**src/rtl/imem_load_ctrl.sv**
```systemverilog
`default_nettype none
// +-------------------------------------------------------------------------+
// | imem_load_ctrl: loads a big-endian byte stream into instruction memory  |
// | while stalling the CPU, then hands the read port to instruction fetch.  |
// | Optional readback check enabled by defining IMEM_READBACK_EN.           |
// | Revision: 1.0                                                           |
// +-------------------------------------------------------------------------+
module imem_load_ctrl #(
  parameter int ADDR_W = 10,
  parameter int DATA_W = 32
) (
  input  logic              clk,
  input  logic              rst,
  input  logic              load_start,
  input  logic [ADDR_W:0]   load_len,
  input  logic              byte_valid,
  input  logic [7:0]        byte_data,
  output logic              byte_ready,
  input  logic [ADDR_W-1:0] cpu_pc_addr,
  output logic [DATA_W-1:0] cpu_instr,
  output logic              cpu_stall,
  output logic [ADDR_W-1:0] mem_a,
  output logic [DATA_W-1:0] mem_d,
  output logic              mem_we,
  output logic [ADDR_W-1:0] mem_dpra,
  input  logic [DATA_W-1:0] mem_dpo,
  output logic              busy,
  output logic              load_done,
  output logic              load_error,
  output logic [ADDR_W:0]   word_count
);

  typedef enum logic [2:0] {
    S_BOOT_WAIT = 3'd0,
    S_LOAD      = 3'd1,
    S_WRITE     = 3'd2,
    S_VERIFY    = 3'd3,
    S_RUN       = 3'd4
  } state_t;

  localparam logic [ADDR_W:0] MAX_LEN = {1'b1, {ADDR_W{1'b0}}};
  localparam logic [ADDR_W:0] LEN_ONE = {{ADDR_W{1'b0}}, 1'b1};

  state_t              state_q, state_d;
  logic [ADDR_W:0]     len_q, len_d;
  logic [ADDR_W:0]     wc_q, wc_d;
  logic [1:0]          bidx_q, bidx_d;
  logic [DATA_W-1:0]   asm_q, asm_d;
  logic                done_q, done_d;
  logic [ADDR_W:0]     eff_len;

`ifdef IMEM_READBACK_EN
  logic [DATA_W-1:0]   csum_q, csum_d;
  logic [DATA_W-1:0]   rbx_q, rbx_d;
  logic [ADDR_W:0]     vaddr_q, vaddr_d;
  logic                err_q, err_d;
`endif

  // Any request of 2^ADDR_W words or more fills the whole memory.
  assign eff_len = load_len[ADDR_W] ? MAX_LEN : load_len;

  always_comb begin
    state_d = state_q;
    len_d   = len_q;
    wc_d    = wc_q;
    bidx_d  = bidx_q;
    asm_d   = asm_q;
    done_d  = 1'b0;
`ifdef IMEM_READBACK_EN
    csum_d  = csum_q;
    rbx_d   = rbx_q;
    vaddr_d = vaddr_q;
    err_d   = err_q;
`endif
    case (state_q)
      S_BOOT_WAIT, S_RUN: begin
        if (load_start) begin
          len_d  = eff_len;
          wc_d   = '0;
          bidx_d = '0;
          asm_d  = '0;
`ifdef IMEM_READBACK_EN
          csum_d = '0;
          err_d  = 1'b0;
`endif
          if (eff_len == '0) begin
            state_d = S_RUN;
            done_d  = 1'b1;
          end else begin
            state_d = S_LOAD;
          end
        end
      end
      S_LOAD: begin
        if (byte_valid) begin
          asm_d  = {asm_q[DATA_W-9:0], byte_data};
          bidx_d = bidx_q + 2'd1;
          if (bidx_q == 2'd3) state_d = S_WRITE;
        end
      end
      S_WRITE: begin
        wc_d = wc_q + LEN_ONE;
`ifdef IMEM_READBACK_EN
        csum_d = csum_q ^ asm_q;
`endif
        if (wc_d == len_q) begin
`ifdef IMEM_READBACK_EN
          state_d = S_VERIFY;
          vaddr_d = '0;
          rbx_d   = '0;
`else
          state_d = S_RUN;
          done_d  = 1'b1;
`endif
        end else begin
          state_d = S_LOAD;
        end
      end
`ifdef IMEM_READBACK_EN
      S_VERIFY: begin
        rbx_d   = rbx_q ^ mem_dpo;
        vaddr_d = vaddr_q + LEN_ONE;
        if (vaddr_q == len_q - LEN_ONE) begin
          state_d = S_RUN;
          done_d  = 1'b1;
          err_d   = (rbx_d != csum_q);
        end
      end
`endif
      default: state_d = S_BOOT_WAIT;
    endcase
  end

  always_ff @(posedge clk) begin
    if (rst) begin
      state_q <= S_BOOT_WAIT;
      len_q   <= '0;
      wc_q    <= '0;
      bidx_q  <= '0;
      asm_q   <= '0;
      done_q  <= 1'b0;
`ifdef IMEM_READBACK_EN
      csum_q  <= '0;
      rbx_q   <= '0;
      vaddr_q <= '0;
      err_q   <= 1'b0;
`endif
    end else begin
      state_q <= state_d;
      len_q   <= len_d;
      wc_q    <= wc_d;
      bidx_q  <= bidx_d;
      asm_q   <= asm_d;
      done_q  <= done_d;
`ifdef IMEM_READBACK_EN
      csum_q  <= csum_d;
      rbx_q   <= rbx_d;
      vaddr_q <= vaddr_d;
      err_q   <= err_d;
`endif
    end
  end

  // Handshake and stall outputs come only from the registered state.
  assign byte_ready = (state_q == S_LOAD);
  assign mem_we     = (state_q == S_WRITE);
  assign busy       = (state_q == S_LOAD) || (state_q == S_WRITE) || (state_q == S_VERIFY);
  assign cpu_stall  = (state_q != S_RUN);
  assign mem_a      = wc_q[ADDR_W-1:0];
  assign mem_d      = asm_q;
  assign cpu_instr  = (state_q == S_RUN) ? mem_dpo : '0;
  assign load_done  = done_q;
  assign word_count = wc_q;

`ifdef IMEM_READBACK_EN
  assign mem_dpra   = (state_q == S_VERIFY) ? vaddr_q[ADDR_W-1:0] : cpu_pc_addr;
  assign load_error = err_q;
`else
  assign mem_dpra   = cpu_pc_addr;
  assign load_error = 1'b0;
`endif

endmodule
`default_nettype wire

```
**config.mk**
```make
export PLATFORM = sky130hd
export DESIGN_NAME = imem_load_ctrl
export DESIGN_NICKNAME = d
export VERILOG_FILES = /design/src/rtl/imem_load_ctrl.sv
export SDC_FILE = /design/constraint.sdc
export NUM_CORES = 1
export LEC_CHECK = 0
export BUFFER_PORTS_ARGS = -buffer_cell sky130_fd_sc_hd__buf_2
export CAP_MARGIN = 20
export CORE_MARGIN = 8
export CORE_UTILIZATION = 49
export CTS_CLUSTER_SIZE = 20
export DETAILED_ROUTE_END_ITERATION = 8
export GPL_ROUTABILITY_DRIVEN = 0
export GPL_TIMING_DRIVEN = 0
export PLACE_DENSITY = 0.95
export SKIP_CTS_REPAIR_TIMING = 1
export SYNTH_ARGS = -nofsm -noshare
export SYNTH_HDL_FRONTEND = slang
export SYNTH_SLANG_ARGS = --single-unit
```
**constraint.sdc**
```tcl
create_clock -name clk -period 3.1 [get_ports clk]
set_input_delay 0 -clock clk [delete_from_list [all_inputs] [get_ports clk]]
set_output_delay 0 -clock clk [all_outputs]
set_load 0.05 [all_outputs]
```
### Word-level counts from Yosys, hierarchy flattened

Cells that the tools add are included.

| storage, ports and cells | value |
|---|---|
| register bits after elaboration | 60 |
| input port bits | 65 |
| output and inout port bits | 101 |

| operators by class | value |
|---|---|
| add/sub/neg operators | 2 |
| eq/ne operators | 10 |
| muxes and demuxes | 20 |
| reduce and logical (&&, ||, !) cells | 11 |

Operators by type and width:

| kind | count |
|---|---|
| $mux 32 | 3 |
| $pmux 32 s2 | 1 |
| $mux 11 | 2 |
| $pmux 11 s2 | 1 |
| $mux 3 | 5 |
| $add 11x1->11 const B | 1 |
| $eq 11x11->1 | 1 |
| $logic_not 11->1 | 1 |
| $pmux 3 s3 | 1 |
| $eq 3x2->1 const B | 2 |
| $reduce_and 3->1 | 2 |
| $mux 2 | 2 |
| $ne 2x2->1 const B | 2 |
| $pmux 2 s2 | 1 |
| $reduce_and 2->1 | 2 |
| $reduce_bool 2->1 | 2 |
| $eq 3x1->1 const B | 1 |
| $eq 3x3->1 const B | 1 |
| $logic_not 3->1 | 1 |
| $mux 1 | 3 |
| $ne 3x3->1 const B | 1 |
| $add 2x1->2 const B | 1 |
| $eq 2x2->1 const B | 1 |
| $logic_or 1x1->1 | 2 |
| other kinds (3) | 3 |

### Depth between registers and ports, before layout

| logic depth | value |
|---|---|
| depth in word-level cells | 5 |
| depth in mapped cells | 8 |

### Least setup slack after synthesis

OpenSTA, ideal clock, no wires.

| timing | value |
|---|---|
| path kind | flip-flop to flip-flop |
| start | register wc_q[2], in the netlist word_count[2] |
| end | register state_q[0] |
| library setup time | 0.130 ns |
| arrival time | 1.997 ns |
| data required time | 2.970 ns |
| path slack | 0.972 ns |
| cell stages (with the launch flop) | 7 |
| period minus slack after synthesis | 2.128 ns |
| path through | dfxtp_1 > buf_4 > and3_2 > nand3_4 > or4_4 > a211oi_2 > o31ai_1 |

| on the way | value |
|---|---|
| longest elaborated chain between the ends | 4 |

Ends and longest elaborated chain:

| what | line | source |
|---|---|---|
| start: declaration | 46 | `logic [ADDR_W:0] wc_q, wc_d;` |
| start signal: assignment | 151 | `wc_q <= wc_d;` |
| $add 11x1->11 | 102 | `wc_d = wc_q + LEN_ONE;` |
| $eq 11x11->1 | 106 | `if (wc_d == len_q) begin` |
| $mux 3 | 106 |  |
| $pmux 3 s3 | 75 | `case (state_q)` |
| end signal: assignment | 149 | `state_q <= state_d;` |
| end: declaration | 44 | `state_t state_q, state_d;` |

No other way between the ends.
A chain may end at the register's enable or synchronous reset.

### Final worst setup path

| timing | value |
|---|---|
| start | register state_q[2] |
| end | output byte_ready |

| on the way | value |
|---|---|
| longest elaborated chain between the ends | 1 |

Ends and longest elaborated chain:

| what | line | source |
|---|---|---|
| $eq 3x1->1 | 165 | `assign byte_ready = (state_q == S_LOAD);` |
| end: declaration | 18 | `output logic byte_ready,` |

No other way between the ends.

==> results by group <==
Outcome
  • Outcome: finished, final reports clean

Drt
  • Drt drc: 0
  • Via count: 3,575
  • Antenna-violating nets left: 0
  • Pre-antenna DRT Iters: 4
  • DR iter-0 viols: 214
  • Via density: 5.42
  • Wire per inst: 15.6 µm
  • Routed WL: 10.3 mm

Synth
  • Area contributors post-synth: dfxtp_1 39%, a21oi_1 8.5%, and3_1 6.6%, nand3_1 6.4%, nand2_1 5.9%
  • Sequential-to-total area share from yosys stat: 38.5%
  • Top cell type's share of synthesized area: 38.5%
  • #FFs+latches synth: 60
  • Cell count after synthesis: 406
  • Yosys warning count: 0
  • Yosys cell types: 46
  • Syn Area/Cell: 7.68 µm²
  • Cell taking the most area after synthesis: dfxtp_1
  • Most used DFF post-synth: dfxtp_1
  • Synth Cell Area: 3120 µm²
  • Async set-or-reset flop fraction in the synthesized netlist: 0%
  • Syn_nets: 473
  • Post-synth EDFFs: 0

Clock tree
  • CTS tree: done
  • Clk slew on worst S/H paths: 60 ps
  • Clk sink count: 60
  • Root Buffer: clkbuf_8
  • CTS Buf Count: 9
  • Insertion delay to the later sink of the worst-skew pair: 350 ps
  • Clock Path Buffers: 2
  • H-tree depth: 3

Global routing
  • Antenna violations before repair: 0
  • Total GRT Usage: 21.3%
  • Overflow after GRT: 0
  • Via count of the first global-routing pass: 3,449
  • Largest net degree at the start of global routing: 11
  • First-pass GRT wire length: 15.5 mm

Die
  • Core area: 6240 µm²
  • Die Footprint: 9170 µm²
  • Die X: 95.8 µm
  • Top Ports: 166
  • # rows: 29
  • Chip height: 95.8 µm
  • Starting Density: 49.9%

STA
  • Clock Skews: 6.13 ps
  • Setup WS post-layout: 986 ps
  • Highest clock rate: 0.473 GHz
  • Setup TNS: 0 ps
  • Measured slew at the worst slew-check pin: 668 ps
  • Hold Vio Cnt, Final: 0
  • Crit share post-route: 68.2%
  • Rel. slew slack: 55.1%
  • Final Max Tran Viols: 0
  • Fin crit period: 2110 ps
  • Final setup violation count: 0
  • RSZ-0062 raised after global routing: false

Layout
  • Inserted Diodes: 0
  • Most common cell after layout, fill and taps aside: buf_2
  • Layout Cells excl Fill: 659
  • Post-route design area: 4240 µm²
  • Final Core Density: 67.9%
  • Final net count: 645
  • Most frequent cells in the layout: 157 x buf_2, 60 x dfxtp_1, 53 x a21oi_1
  • Layout area overhead: 36.0%
  • Layout cells sized above 1: 35.2%

Power
  • Worst vdd ir: 0.323 mV
  • Psw: 504 µW
  • PwrDens: 410 nW/µm²
  • Comb power frac: 15.5%
  • Leak: 2.13 nW
  • Sequential power share: 45.8%
  • Clock power frac: 38.7%
  • Int Pwr: 1.24 mW
  • Switching Share: 29.0%

Place
  • Placed Cells: 636
  • Port Buffer Count: 153
  • Area after DPL: 3980 µm²
  • DP Worst Slack: 1100 ps
  • Hpwl dp: 7.88 mm

Critical path
  • Startpoint Class: register
  • Crit-path max FO: 10
  • CP required: 3100 ps
  • Data arrival time of the worst path: 2110 ps
  • WS Path Type: register to output pin
  • CP endpoint kind: output pin

Worst hold path
  • Hold crit path type: input pin to register

Flow run
  • Maximum Capacitance Violations: 0
==> final timing paths <==
kind / from / to / slack [ps] / cells past startpoint
max: state_q[2]$_SDFFE_PP0P_ / byte_ready / 990 / 4
min: load_len[10] / len_q[9]$_SDFFE_PP0P_ / 30 / 4
min reg2reg: mem_d[24]$_SDFFE_PP0P_ / mem_d[24]$_SDFFE_PP0P_ / 470 / 2
max reg2reg: word_count[0]$_SDFFE_PP0P_ / state_q[0]$_SDFFE_PP0P_ / 1050 / 7
==> synth_stat cells, types with 4 or more instances <==
library cell	number
nor2b_1	4
dfxtp_1	60
nor4_1	4
xor2_1	6
buf_4	23
a21oi_1	53
nand3_1	40
clkbuf_1	25
nor2_1	31
nor3b_1	13
xnor2_1	6
nor3_1	7
and3_1	33
nand2_1	49
and3_2	4
buf_2	4
o21ai_0	9
==> power groups by stage <==
stage	combinational (mW)	sequential, mW	clock, mW
6_report	0.269	0.797	0.674
5_1_grt	0.292	0.798	0.715
4_1_cts	0.259	0.797	0.677
3_5_place_dp	0.258	0.814	0
3_3_place_gp	0.250	0.814	0
2_1_floorplan	0.159	0.829	0
==> registers in the layout (all words and copies together) (netlist names) <==
| signal | count |
|---|---|
| word_count | 11 |
| state_q | 3 |
| len_q | 11 |
| mem_d | 32 |
| load_done | 1 |
| bidx_q | 2 |
==> logic make-up after synthesis <==
| group | share of synthesized area, % |
|---|---|
| mux | 0.682 |
| other cells | 0.120 |
| xor+xnor | 3.37 |
| buf+inv | 9.55 |
| simple gates | 32.9 |
| compound gates | 14.1 |
| flops | 38.5 |
| fa+ha+maj | 0.803 |
==> critical path, cell delays in order (launching register included) <==
cell      delay, ps
dfxtp_1         300
buf_2           170
nor3b_2         500
clkbuf_1        440
buf_2           360
==> layer usage <==
layer / GRT usage (%) / up-vias / share of wire (%)
li1: - / 1738 / -
met1: 24.6 / 1660 / 38
met3: 7.10 / 18 / 9.3
met2: 36.0 / 159 / 51
met5: 0 / - / 0
met4: 7.30 / 0 / 1.4
==> area by class of cell <==
cell class	count	area [µm²]
buffer	53	290
clock buffer	10	128
clock inverter	5	53.8
fill	559	2000
inverter	2	7.51
multi-input combinational	291	1620
sequential	60	1200
tap	77	96.3
timing repair buffer	161	846
==> per-stage QoR <==
stage	power (mW)	hold slack, ps
after floorplan	0.988	136
after global placement	1.06	246
after detailed placement	1.07	250
after CTS	1.73	-120
after global routing	1.81	47.6
final	1.74	29.8
(Power assumes the default switching activity.)
